<file path="src/rtl/e203_exu_oitf_sched.sv">
// Outstanding-instruction tracking FIFO for long-pipe ops.
// Allocates ITAGs at dispatch and retires in order at writeback.
module e203_exu_oitf_sched #(
    parameter int DEPTH   = 2,
    parameter int PTR_W   = 1,
    parameter int RFIDX_W = 5,
    parameter int PC_W    = 32
) (
    input  logic               clk,
    input  logic               rst,
    input  logic               dis_ena,
    output logic               dis_ready,
    output logic [PTR_W-1:0]   dis_ptr,
    input  logic               dis_rs1en,
    input  logic               dis_rs2en,
    input  logic               dis_rs3en,
    input  logic               dis_rs1fpu,
    input  logic               dis_rs2fpu,
    input  logic               dis_rs3fpu,
    input  logic [RFIDX_W-1:0] dis_rs1idx,
    input  logic [RFIDX_W-1:0] dis_rs2idx,
    input  logic [RFIDX_W-1:0] dis_rs3idx,
    input  logic               dis_rdwen,
    input  logic               dis_rdfpu,
    input  logic [RFIDX_W-1:0] dis_rdidx,
    input  logic [PC_W-1:0]    dis_pc,
    input  logic               ret_ena,
    output logic [PTR_W-1:0]   ret_ptr,
    output logic               ret_rdwen,
    output logic               ret_rdfpu,
    output logic [RFIDX_W-1:0] ret_rdidx,
    output logic [PC_W-1:0]    ret_pc,
    output logic               match_rs1,
    output logic               match_rs2,
    output logic               match_rs3,
    output logic               match_rd,
    output logic               empty,
    output logic               full,
    output logic               err_underflow
);

    localparam logic [PTR_W-1:0] LAST = PTR_W'(DEPTH - 1);

    logic [PTR_W-1:0]   r_alc_ptr;
    logic               r_alc_wrap;
    logic [PTR_W-1:0]   r_ret_ptr;
    logic               r_ret_wrap;
    logic               r_err;
    logic [DEPTH-1:0]   r_vld;
    logic               r_rdwen [DEPTH];
    logic               r_rdfpu [DEPTH];
    logic [RFIDX_W-1:0] r_rdidx [DEPTH];
    logic [PC_W-1:0]    r_pc    [DEPTH];

    logic w_ptr_eq;
    logic w_alc;
    logic w_ret;

    assign w_ptr_eq = (r_alc_ptr == r_ret_ptr);
    assign empty    = w_ptr_eq & (r_alc_wrap == r_ret_wrap);
    assign full     = w_ptr_eq & (r_alc_wrap != r_ret_wrap);
    assign dis_ready = ~full;
    assign w_alc    = dis_ena & ~full;
    assign w_ret    = ret_ena & ~empty;

    always_ff @(posedge clk) begin
        if (rst) begin
            r_alc_ptr  <= '0;
            r_alc_wrap <= 1'b0;
            r_ret_ptr  <= '0;
            r_ret_wrap <= 1'b0;
            r_vld      <= '0;
            r_err      <= 1'b0;
        end else begin
            if (w_alc) begin
                r_vld[r_alc_ptr] <= 1'b1;
                r_alc_ptr        <= r_alc_ptr + 1'b1;
                if (r_alc_ptr == LAST)
                    r_alc_wrap <= ~r_alc_wrap;
            end
            // Full blocks alloc and empty blocks retire, so slots never collide
            if (w_ret) begin
                r_vld[r_ret_ptr] <= 1'b0;
                r_ret_ptr        <= r_ret_ptr + 1'b1;
                if (r_ret_ptr == LAST)
                    r_ret_wrap <= ~r_ret_wrap;
            end
            if (ret_ena & empty)
                r_err <= 1'b1;
        end
    end

    always_ff @(posedge clk) begin
        if (w_alc) begin
            r_rdwen[r_alc_ptr] <= dis_rdwen;
            r_rdfpu[r_alc_ptr] <= dis_rdfpu;
            r_rdidx[r_alc_ptr] <= dis_rdidx;
            r_pc[r_alc_ptr]    <= dis_pc;
        end
    end

    assign err_underflow = r_err;
    assign dis_ptr       = r_alc_ptr;
    assign ret_ptr       = r_ret_ptr;
    assign ret_rdwen     = r_rdwen[r_ret_ptr];
    assign ret_rdfpu     = r_rdfpu[r_ret_ptr];
    assign ret_rdidx     = r_rdidx[r_ret_ptr];
    assign ret_pc        = r_pc[r_ret_ptr];

    always_comb begin
        logic w_hit;
        match_rs1 = 1'b0;
        match_rs2 = 1'b0;
        match_rs3 = 1'b0;
        match_rd  = 1'b0;
        for (int i = 0; i < DEPTH; i++) begin
            w_hit = r_vld[i] & r_rdwen[i];
            match_rs1 |= w_hit & dis_rs1en
                       & (r_rdfpu[i] == dis_rs1fpu)
                       & (r_rdidx[i] == dis_rs1idx);
            match_rs2 |= w_hit & dis_rs2en
                       & (r_rdfpu[i] == dis_rs2fpu)
                       & (r_rdidx[i] == dis_rs2idx);
            match_rs3 |= w_hit & dis_rs3en
                       & (r_rdfpu[i] == dis_rs3fpu)
                       & (r_rdidx[i] == dis_rs3idx);
            match_rd  |= w_hit & dis_rdwen
                       & (r_rdfpu[i] == dis_rdfpu)
                       & (r_rdidx[i] == dis_rdidx);
        end
    end

endmodule

</file>
<file path="config.mk">
export PLATFORM = sky130hd
export DESIGN_NAME = e203_exu_oitf_sched
export DESIGN_NICKNAME = d
export VERILOG_FILES = /design/src/rtl/e203_exu_oitf_sched.sv
export SDC_FILE = /design/constraint.sdc
export NUM_CORES = 1
export LEC_CHECK = 0
export ABC_AREA = 1
export CAP_MARGIN = 10
export CORE_MARGIN = 8
export CORE_UTILIZATION = 43
export DETAILED_ROUTE_END_ITERATION = 6
export MAX_ROUTING_LAYER = met4
export PLACE_DENSITY = 0.76
export SKIP_LAST_GASP = 1
export SLEW_MARGIN = 20
export SYNTH_ARGS = -nofsm -noshare
export SYNTH_HDL_FRONTEND = slang
export SYNTH_SLANG_ARGS = --single-unit
</file>
<file path="constraint.sdc">
create_clock -name clk -period 1.95 [get_ports clk]
set_input_delay 0.39 -clock clk [delete_from_list [all_inputs] [get_ports clk]]
set_output_delay 0.39 -clock clk [all_outputs]
set_load 0.05 [all_outputs]
</file>
==> flow_metrics.tcl, run 1 <==
set metrics [dict create \
    status "finished with violations" \
    failed_checks "setup timing" \
    p_leak_uw 0.002203 \
    fin_crit_ns 2.026 \
    dpl.cell_count 557 \
    nFillCells 705 \
    cts_made_buffers 9 \
    cp-start-kind "flip-flop" \
    drc 0 \
    synthToLayoutAreaGrowth_pct 42.62 \
    finalCritPeriodShare_pct 103.9 \
    p_int_uw 3441 \
    hold_viol 0 \
    num_io_pins 113 \
    antenna_found_initial 0 \
    final_layout_size_suffix_gt1_share_pct 27.19 \
    globalRouteMet1Util_pct 17.66 \
    htreeDepth 3 \
    synth-async-reset-ratio_pct 0 \
    cts_hold_buf 0 \
    ir_drop_uv 729.1 \
    grt_pass1_wl_um 14800 \
    wl_per_cell_um 16.56 \
    final_common_cell "edfxtp_1" \
    num_rows 35 \
    drt-total-wl_um 9574 \
    vias_per_cell 4.976 \
    dieWidth_um 111.5 \
    postSynthAreaPerCell_um2 11.81 \
    slew_violations 0 \
    clk_latency_ns 0.34 \
    slowest_stage "edfxtp_1" \
    overflow 0 \
    regArea_um2 2511 \
    swShare_pct 33.06 \
    cts-root-buf "clkbuf_8" \
    power_frac_clock_pct 24.8 \
    synthDistinctLibCells 24 \
    finalSetupTns_ns -0.1381 \
    busiest_layer "met2" \
    rsz0062_at_grt "true" \
    finalPower_uw 5140 \
    ys_ff_latch 86 \
    multiInputGateArea_um2 1242 \
    dp_hpwl_um 7173 \
    layout.cells.non_filler 578 \
    cp_cell_sequence "buf_4 > xor2_1 > nor2_1 > nand2_1 > nand2_2 > buf_12" \
    path_buf_inv 2 \
    ys_seq_area_share_pct 63.80 \
    start_util_pct 43.27 \
    synth_nets 397 \
    firstDrtPassIters 4 \
    skew_ns 0.009671 \
    diodes 0 \
    synth_edf_count 78 \
    cap_viol_max_count 0 \
    grt_usage_pct 15.55 \
    cts_tree "done" \
    ys_warn_count 0 \
    hold_path_class "flip-flop to flip-flop" \
    grt_pass1_vias 3087 \
    power_switching_uw 1699 \
    gp_congestion 0.9512 \
    first_iter_violations 102 \
    cts_num_sinks 86 \
    setup_ws_ns -0.07602 \
    syn_inst 332 \
    arrival_ns 1.64 \
    grtUsageMet2_pct 24.93 \
    mostFrequentLayoutCells "78 x edfxtp_1, 61 x clkdlybuf4s50_1, 54 x nand2_1" \
    comb_power_share_pct 31.6 \
    syn-cell-area_um2 3923 \
    vias 2876 \
    worst_pin_slew_ns 0.5100 \
    power_density_nw_per_um2 918.8 \
    die_height_um 111.5 \
    crit_fanout 6 \
    fmax_mhz 493.6 \
    die_area_um2 12430 \
    use_met3_pct 4.978 \
    setup.worst_path.end_class "primary output" \
    core_area_um2 9065 \
    synth-main-ff-cell "edfxtp_1" \
    setup_viol 3 \
    crit_required_ns 1.56 \
    grt_max_degree 35 \
    io_buffers 112 \
    ant_nets 0 \
    clk_pin_slew_ns 0.09 \
    slowest_delay_ns 0.53 \
    nets 527 \
    path_class "flip-flop to primary output" \
    relSlewSlack_pct 65.89 \
    fin_hold_ws_ns 0.4624 \
    critical-path-top-delay-family "flip-flops" \
    p_seq_share_pct 43.6 \
    clockBufferDepth 2 \
]
[routing by layer]
layer,up-vias,part of all wire (%)
met5,-,0
met4,0,2.5
met3,23,7.9
met2,142,47
met1,1331,43
li1,1380,-
[synth_stat cells (2+ instances only)]
master,count,area share [%]
nor2_1,37,3.5
o22ai_1,4,0.64
mux2_2,33,9.5
inv_1,36,3.4
nor3_1,2,0.26
nand3_2,2,0.51
buf_2,6,0.77
a21oi_1,4,0.51
nand4_1,2,0.32
dfxtp_1,8,4.1
xnor2_1,13,2.9
nand3_1,11,1.4
buf_4,2,0.38
edfxtp_1,78,60
o21ai_0,13,1.7
nand2_1,58,5.6
xor2_1,16,3.6
[what timing repair did]
item                                    in CTS  in global routing
setup buffers                                3                  1
gates cloned                                 0                  1
pin swaps                                    9                  6
endpoints found under the setup margin       6                  9
resized for setup                           10                  0
[worst reg2reg max path, cell delays in order (launching register included)]
cell,delay [ns]
dfxtp_1,0.36
inv_1,0.07
nand2_1,0.09
nand2_1,0.09
nand2_4,0.13
nand3_2,0.14
clkinvlp_4,0.13
buf_4,0.24
[stage by stage]
step / instance area, um2 / setup slack, ns / utilization [%]
after floorplan: 3938 / -0.1789 / -
after global placement: 5330 / -0.04170 / 58.80
after detailed placement: 5330 / -0.05914 / 58.80
after CTS: 5562 / -0.03740 / 61.35
after global routing: 5594 / -0.1630 / 61.71
final: 5594 / -0.07602 / 61.71
[cell type report]
| cell class | count | share of cell area, % |
|---|---|---|
| Timing Repair Buffer | 128 | 24.13 |
| Clock inverter | 6 | 1.387 |
| Tap cell | 111 | 2.483 |
| Clock buffer | 10 | 2.281 |
| Multi-Input combinational cell | 200 | 22.21 |
| Inverter | 37 | 2.617 |
| Sequential cell | 86 | 44.89 |
[registers in the layout (all words and copies together), names as in the netlist, named ones only]
register	flops
r_vld	2
r_rdwen	2
dis_ptr	1
r_rdfpu	2
r_ret_wrap	1
ret_ptr	1
err_underflow	1
r_rdidx	10
r_pc	64
r_alc_wrap	1
[worst paths after layout]
kind                         startpoint                    endpoint  slack [ns]  cells after the start
max             r_rdidx[1][4]$_DFFE_PP_                   match_rs2       -0.08                      6
max reg2reg     r_alc_wrap$_SDFFE_PP0P_        r_rdfpu[1]$_DFFE_PP_        0.38                      7
min          err_underflow$_SDFFE_PP0P_  err_underflow$_SDFFE_PP0P_        0.46                      2
min reg2reg  err_underflow$_SDFFE_PP0P_  err_underflow$_SDFFE_PP0P_        0.46                      2
[cells by family (layout without fill, tap and decap cells)]
family | count (synthesis) | after routing | share of synthesized area, %
and+or+nand+nor | 116 | 116 | 12.34
adders and majority gates | 1 | 1 | 0.3189
muxes | 33 | 33 | 9.474
DFF | 86 | 86 | 63.80
AOI/OAI and AO/OA | 21 | 21 | 2.807
xor gates and xnor gates | 29 | 29 | 6.475
buffers and inverters | 46 | 181 | 4.784
[power groups by stage]
stage	registers (uW)	clock network [uW]	logic [uW]
2_1_floorplan	2280	0	958
3_3_place_gp	2280	0	1600
3_5_place_dp	2280	0	1610
4_1_cts	2240	1310	1620
5_1_grt	2260	1380	1710
6_report	2240	1270	1630
Power figures use the tool's default switching activity.
==> inputs of run 2 (changes only) <==
Settings changed: CTS_CLUSTER_DIAMETER set to 60.
==> results of run 2 <==
Final layout, timing and power as in run 1 (identical DEF).
